<file path="src/rtl/conv_window_gen_if.sv">
`default_nettype none
// ============================================================================
// Module   : conv_window_gen_if
// Brief    : Pixel-stream input and 3x3 window output bundle for conv_window_gen.
// Revision : 1.0  initial release
// ============================================================================
interface conv_window_gen_if #(
    parameter int PIXEL_WIDTH = 8
);
    logic                                  start_i;
    logic [PIXEL_WIDTH-1:0]                pixel_i;
    logic                                  pixel_valid_i;
    logic [2:0][2:0][PIXEL_WIDTH-1:0]      window_o;
    logic                                  window_valid_o;
    logic                                  frame_done_o;

    modport master (
        output start_i, pixel_i, pixel_valid_i,
        input  window_o, window_valid_o, frame_done_o
    );

    modport slave (
        input  start_i, pixel_i, pixel_valid_i,
        output window_o, window_valid_o, frame_done_o
    );
endinterface
`default_nettype wire

</file>
<file path="src/rtl/conv_window_gen.sv">
`default_nettype none
// ============================================================================
// Module   : conv_window_gen
// Brief    : Raster pixel stream to in-image 3x3 windows using two line buffers.
// Revision : 1.0  initial release
// ============================================================================
module conv_window_gen #(
    parameter int IMG_WIDTH   = 28,
    parameter int IMG_HEIGHT  = 28,
    parameter int PIXEL_WIDTH = 8
) (
    input  wire logic           clk_i,
    input  wire logic           rst_i,
    conv_window_gen_if.slave    bus
);
    localparam int c_col_w = $clog2(IMG_WIDTH);
    localparam int c_row_w = $clog2(IMG_HEIGHT);
    localparam logic [c_col_w-1:0] c_col_last = c_col_w'(IMG_WIDTH - 1);
    localparam logic [c_row_w-1:0] c_row_last = c_row_w'(IMG_HEIGHT - 1);

    typedef logic [PIXEL_WIDTH-1:0] pix_t;
    typedef pix_t [2:0][2:0]        win_t;

    logic [c_col_w-1:0] col_q, col_d, w_col_rd;
    logic [c_row_w-1:0] row_q, row_d, w_row_rd;
    pix_t               lb0_q [IMG_WIDTH];
    pix_t               lb1_q [IMG_WIDTH];
    win_t               win_q, win_d;
    win_t               window_q, window_d;
    logic               valid_q, valid_d;
    logic               done_q, done_d;
    logic               w_accept;
    logic               w_emit;
    pix_t [2:0]         w_new_col;

    always_comb begin
        // A start pulse relocates this cycle's pixel (if any) to (0,0).
        w_col_rd     = bus.start_i ? '0 : col_q;
        w_row_rd     = bus.start_i ? '0 : row_q;
        w_accept     = bus.pixel_valid_i;
        w_new_col[0] = lb0_q[w_col_rd];
        w_new_col[1] = lb1_q[w_col_rd];
        w_new_col[2] = bus.pixel_i;

        col_d    = w_col_rd;
        row_d    = w_row_rd;
        win_d    = win_q;
        window_d = window_q;
        valid_d  = 1'b0;
        done_d   = 1'b0;
        w_emit   = w_accept && !bus.start_i
                   && (w_row_rd >= c_row_w'(2)) && (w_col_rd >= c_col_w'(2));

        if (w_accept) begin
            if (w_col_rd == c_col_last) begin
                col_d = '0;
                row_d = (w_row_rd == c_row_last) ? '0 : w_row_rd + c_row_w'(1);
            end else begin
                col_d = w_col_rd + c_col_w'(1);
            end
            for (int r = 0; r < 3; r++) begin
                win_d[r][0] = win_q[r][1];
                win_d[r][1] = win_q[r][2];
                win_d[r][2] = w_new_col[r];
            end
        end

        if (w_emit) begin
            window_d = win_d;
            valid_d  = 1'b1;
            done_d   = (w_row_rd == c_row_last) && (w_col_rd == c_col_last);
        end
    end

    always_ff @(posedge clk_i) begin
        if (rst_i) begin
            col_q    <= '0;
            row_q    <= '0;
            win_q    <= '0;
            window_q <= '0;
            valid_q  <= 1'b0;
            done_q   <= 1'b0;
        end else begin
            col_q    <= col_d;
            row_q    <= row_d;
            win_q    <= win_d;
            window_q <= window_d;
            valid_q  <= valid_d;
            done_q   <= done_d;
        end
    end

    // Line buffer storage is never cleared; rows 0 and 1 of each frame overwrite it.
    always_ff @(posedge clk_i) begin
        if (!rst_i && w_accept) begin
            lb0_q[w_col_rd] <= lb1_q[w_col_rd];
            lb1_q[w_col_rd] <= bus.pixel_i;
        end
    end

    assign bus.window_o       = window_q;
    assign bus.window_valid_o = valid_q;
    assign bus.frame_done_o   = done_q;
endmodule
`default_nettype wire
</file>
<file path="src/flat_wrapper.sv">
// flat-port wrapper written by rule: the top's interface ports become plain ports
module conv_window_gen_flat 
#(
    parameter int IMG_WIDTH   = 28,
    parameter int IMG_HEIGHT  = 28,
    parameter int PIXEL_WIDTH = 8
)
  (clk_i, rst_i, bus_start_i, bus_pixel_i, bus_pixel_valid_i, bus_window_o, bus_window_valid_o, bus_frame_done_o);
  conv_window_gen_if #(.PIXEL_WIDTH(PIXEL_WIDTH)) bus_i ();
  input  wire logic clk_i;
  input  wire logic rst_i;
  input wire logic [$bits(bus_i.start_i)-1:0] bus_start_i;
  input wire logic [$bits(bus_i.pixel_i)-1:0] bus_pixel_i;
  input wire logic [$bits(bus_i.pixel_valid_i)-1:0] bus_pixel_valid_i;
  output wire logic [$bits(bus_i.window_o)-1:0] bus_window_o;
  output wire logic [$bits(bus_i.window_valid_o)-1:0] bus_window_valid_o;
  output wire logic [$bits(bus_i.frame_done_o)-1:0] bus_frame_done_o;
  assign bus_i.start_i = bus_start_i;
  assign bus_i.pixel_i = bus_pixel_i;
  assign bus_i.pixel_valid_i = bus_pixel_valid_i;
  assign bus_window_o = bus_i.window_o;
  assign bus_window_valid_o = bus_i.window_valid_o;
  assign bus_frame_done_o = bus_i.frame_done_o;
  conv_window_gen #(.IMG_WIDTH(IMG_WIDTH), .IMG_HEIGHT(IMG_HEIGHT), .PIXEL_WIDTH(PIXEL_WIDTH)) u_core (.clk_i(clk_i), .rst_i(rst_i), .bus(bus_i));
endmodule
</file>
<file path="config.mk">
export PLATFORM = sky130hd
export DESIGN_NAME = conv_window_gen_flat
export DESIGN_NICKNAME = d
export VERILOG_FILES = /design/src/rtl/conv_window_gen_if.sv /design/src/rtl/conv_window_gen.sv /design/src/flat_wrapper.sv
export SDC_FILE = /design/constraint.sdc
export NUM_CORES = 1
export LEC_CHECK = 0
export ABC_CLOCK_PERIOD_IN_PS = 3450
export BUFFER_PORTS_ARGS = -buffer_cell sky130_fd_sc_hd__clkbuf_2
export CAP_MARGIN = 25
export CORE_MARGIN = 1
export CORE_UTILIZATION = 60
export DETAILED_ROUTE_END_ITERATION = 8
export PLACE_DENSITY_LB_ADDON = 0.3
export SYNTH_ARGS = -nofsm -noshare
export SYNTH_HDL_FRONTEND = slang
export SYNTH_SLANG_ARGS = --single-unit
</file>
<file path="constraint.sdc">
create_clock -name clk_i -period 3.45 [get_ports clk_i]
set_clock_uncertainty 0.2 [all_clocks]
set_input_delay 0.1725 -clock clk_i [delete_from_list [all_inputs] [get_ports clk_i]]
set_output_delay 0.1725 -clock clk_i [all_outputs]
set_load 0.05 [all_outputs]
</file>
Yosys cells after proc, flatten, opt, wreduce, memory -nomap -nowiden
Memories as Yosys holds them, arrays and structs flattened.
Index checks and enable logic that the tools add are counted.

storage, ports and cells
  input port bits = 12
  RAM bits = 448
  logic and storage cells = 50
  output and inout bits = 74
  register bits after elaboration = 156
  memories = 2

operators by class
  order comparisons = 2
  mux-type cells = 11
  reduce and logical (&&, ||, !) cells = 8
  bitwise operators = 1
  eq/ne operators = 2
  add/subtract/negate cells = 2

memory list
  name          words  bits a word  rd ports  clocked after Yosys merged registers in  wr ports  RTL line               text
  u_core.lb0_q  28     8            1         0                                        1         conv_window_gen.sv:26  pix_t lb0_q [IMG_WIDTH];
  u_core.lb1_q  28     8            1         0                                        1         conv_window_gen.sv:27  pix_t lb1_q [IMG_WIDTH];

operator list
  kind                                                  number
  two-way mux 72 bit                                    1
  two-way mux 5 bit                                     7
  adder 5 x 1 -> 5 bit (second input constant)          2
  equality test 5 bit (second input constant)           2
  >= comparator 5 x 2 -> 1 bit (second input constant)  2
  logical AND 1 bit                                     5
  two-way mux 1 bit                                     3
  logical NOT 1 bit                                     2
  OR reduction 2 bit                                    1
  NOT 1 bit                                             1

Depth between registers and ports, before layout
  depth in word-level cells = 6
  mapped depth = 8
  mapped depth without buffers = 6

Least setup slack after synthesis
No wires, ideal clock.

  path type = register to register
  start = register u_core.col_q[1]
  end = memory u_core.lb0_q[10][0] (netlist name), enable pin
  library setup time = 0.388 ns
  setup slack = 0.681 ns
  arrival time = 2.181 ns
  cell stages (with the launch flop) = 8
  period minus slack after synthesis = 2.769 ns
  cell sequence = dfxtp_1 buf_4 and2b_1 inv_1 buf_2 or3_1 clkbuf_1 nor2_1

between the ends
  longest elaborated chain between the ends = 1

ends and longest elaborated chain
  element                   RTL line               text
  start: declaration        conv_window_gen.sv:24  logic [c_col_w-1:0] col_q, col_d, w_col_rd;
  start signal: assignment  conv_window_gen.sv:84  col_q <= col_d;
  two-way mux 5 bit         conv_window_gen.sv:38  w_col_rd = bus.start_i ? '0 : col_q;
  end: declaration          conv_window_gen.sv:26

Every way passes these cells.

==> out/qor.yml <==
synth_seq_cells: 604
fmax_ghz: 0.299
grt_pass1_vias: 13900
cpMostUsedCell: "buf_4"
drv_cap: 0
setup_viol: 0
cts_setup_buffers: 0
r2r_cells: 8
hold_class: "in2reg"
area_growth_syn_to_layout_pct: 14.1
fin_tns_setup_ns: 0
synthCells: 1593
fin_nets: 1733
worstPathCellList: "buf_12 > nor3b_1 > buf_4 > a222oi_1 > nor2_1 > nor3_1 > nand2_1 > buf_4"
hold_end: "u_core.row_q[3]"
dpl_cell_area_sq_um: 24800
rrSetupSlack_ns: 0.11
antenna_left: 0
hpwl_microns: 37000
numPortBuffers: 85
dr.pass1.iters: 5
core_area_sq_um: 38000
synth_edf_count: 448
cpMaxStageDelayCell: "a222oi_1"
startpoint_type: "flip-flop"
finalHoldViolations: 0
grt-ovfl-total: 0
root_buffer: "clkbuf_16"
critical_path_arrival_ns: 3.45
drt-total-wl_microns: 59100
rsz0062_at_grt: "no"
cts_buffer_depth: 3
avgViaCountPerCell: 6.40
cellLeakagePower_nw: 8.89
holdPathStages: 3
power_density_nw_per_um2: 558
hold_start: "bus_start_i"
layout_commonest_cell: "edfxtp_1"
vdd_drop_max_mv: 0.480
ys.flop_type: "edfxtp_1"
crit_path_end_kind: "flip-flop"
rows: 71
r2r-start: "u_core.col_q[0]"
fin_crit_sh: 0.969
grt_max_degree: 146
track_usage: 0.302
die_h_microns: 200
netlist_area_sq_um: 23400
synth_cell_type_count: 69
cts_resized: 0
clkLatencyLatePin_ns: 0.63
synth.yosys.seq_area_share: 0.708
tightest_slew_ns: 0.905
hold_buffers: 2
layout.cells.non_filler: 2281
slowest_delay_ns: 0.66
yosysWarningCount: 0
final_area_sq_um: 26700
n_antenna_cell: 0
worst_hold_slack_ns: 0.0572
clock_sinks: 604
cts_made_buffers: 58
wl_per_cell_microns: 25.9
boundaryPins: 86
place_congestion: 0.995
final.setup.worst_slack_ns: 0.108
crit_required_ns: 3.56
dp_cells: 2169
route.detailed.drc: 0
final_cell_mix: "edfxtp_1, nor2_1, dfxtp_1"
pre_cts_ws_ns: 0.244
slew_headroom: 0.397
die_area_sq_um: 39800
antenna_found_initial: 0
cts_tree: "built"
period_minus_slack_ns: 3.34
status: "finished, final reports clean"
drtIter0Drc: 1556
rr_endpoint: "u_core.lb0_q[22][0]"
async_flop_share: 0
syn_avg_cell_area_sq_um: 14.7
cp_max_fo: 28
num_vias: 14600
start_util: 0.616
slew_violations: 0
syn_nets: 1606
path_class: "reg2reg"
clk_pin_slew_ns: 0.06
htree_levels: 2
die_x_microns: 200
drive_gt1_frac: 0.195
grt_pass1_wl_microns: 87000
[layout make-up]
class / count / area, sq um
sequential: 604 / 16600
clock inverter: 32 / 270
clock buffer: 78 / 1630
multi-input combinational: 863 / 6210
timing repair buffer: 184 / 1330
tap: 511 / 639
inverter: 9 / 33.8
fill: 2481 / 11300
[critical path: cells and delay by family, from the launching register on]
family	cells	cell delay, ns
DFF	1	0.49
AOI/OAI and AO/OA	1	0.66
buffers and inverters	3	0.72
and+or+nand+nor	4	0.88
[cells in the mapped netlist (3+ instances only)]
cell type  number  area share
nor2b_1        37      0.0099
o21ai_0        18      0.0038
o21a_1          4      0.0013
dfxtp_1       156        0.13
a211o_1        10      0.0037
buf_1           3     0.00048
o221a_2         3      0.0014
buf_2          46      0.0098
o221ai_1        5      0.0019
buf_4          17      0.0055
nor2_1        180       0.029
nor3b_1        13      0.0042
edfxtp_1      448        0.57
nand2_1        59      0.0095
a211oi_1       75       0.024
nand3_1        13      0.0028
mux2_2         32       0.015
a31o_2          8      0.0030
buf_6           3      0.0014
a221o_1        10      0.0043
and2_1          3     0.00080
o211ai_1       10      0.0032
and3_1          3     0.00080
o22ai_1        25      0.0067
a222oi_1        9      0.0038
a221oi_1        5      0.0019
a22oi_1        12      0.0038
a21oi_1        34      0.0073
nand3b_1        9      0.0029
o2bb2ai_1      10      0.0037
inv_1           9      0.0014
a311oi_1       28       0.010
nor4_1          3     0.00080
mux4_2         14       0.013
mux2i_1       139       0.059
a31oi_1        26      0.0070
nand2b_1        7      0.0019
a311o_1         8      0.0034
nor3_1          8      0.0017
clkbuf_1       48      0.0077
[cells by family (layout without fill, tap and decap cells)]
group	count (synthesis)	count (layout)	synth area share
compound gates	315	315	0.102
xor+xnor	4	4	0.00150
fa+ha+maj	1	1	0.000535
buf+inv	126	303	0.0264
flops	604	604	0.708
mux	185	185	0.0883
simple gates	358	358	0.0729
[worst max path at each step]
stage	slack, ns	cells after the start	end	from
4_1_cts	0.23	7	u_core.lb0_q[0][5]	u_core.col_q[1]
6_report	0.11	8	u_core.lb0_q[22][0]	u_core.col_q[0]
3_5_place_dp	0.24	7	u_core.lb0_q[6][5]	u_core.col_q[1]
2_1_floorplan	0.68	7	u_core.lb0_q[10][0]	u_core.col_q[1]
5_1_grt	0.05	7	u_core.lb0_q[3][0]	u_core.col_q[1]
3_3_place_gp	0.25	7	u_core.lb0_q[4][5]	u_core.col_q[1]
[power by group]
group	switching, mW	internal (mW)
Combinational	0.490	0.240
Sequential	0.0424	7.87
Clock	2.69	3.55
[per-stage QoR]
stage / total power [mW] / util
final: 14.9 / 0.702
after global routing: 15.3 / 0.702
after CTS: 14.9 / 0.702
after detailed placement: 8.78 / 0.652
after global placement: 8.76 / 0.652
after floorplan: 8.49 / -
[metal layers]
metal / routed length [microns] / global-route usage / vias to the layer above
met1: 23600 / 0.428 / 7155
met4: 2310 / 0.136 / 0
met3: 6590 / 0.0584 / 123
met5: 0 / 0 / -
li1: - / - / 6425
met2: 26600 / 0.456 / 906
[sequential cells by signal, indices dropped and copies added, names as in the netlist]
register	flops
u_core.bus.frame_done_o	1
u_core.row_q	5
u_core.win_q	72
u_core.lb0_q	224
u_core.bus.window_valid_o	1
u_core.bus.window_o	72
u_core.lb1_q	224
u_core.col_q	5
Note: power is estimated with default switching activity, not from simulation.
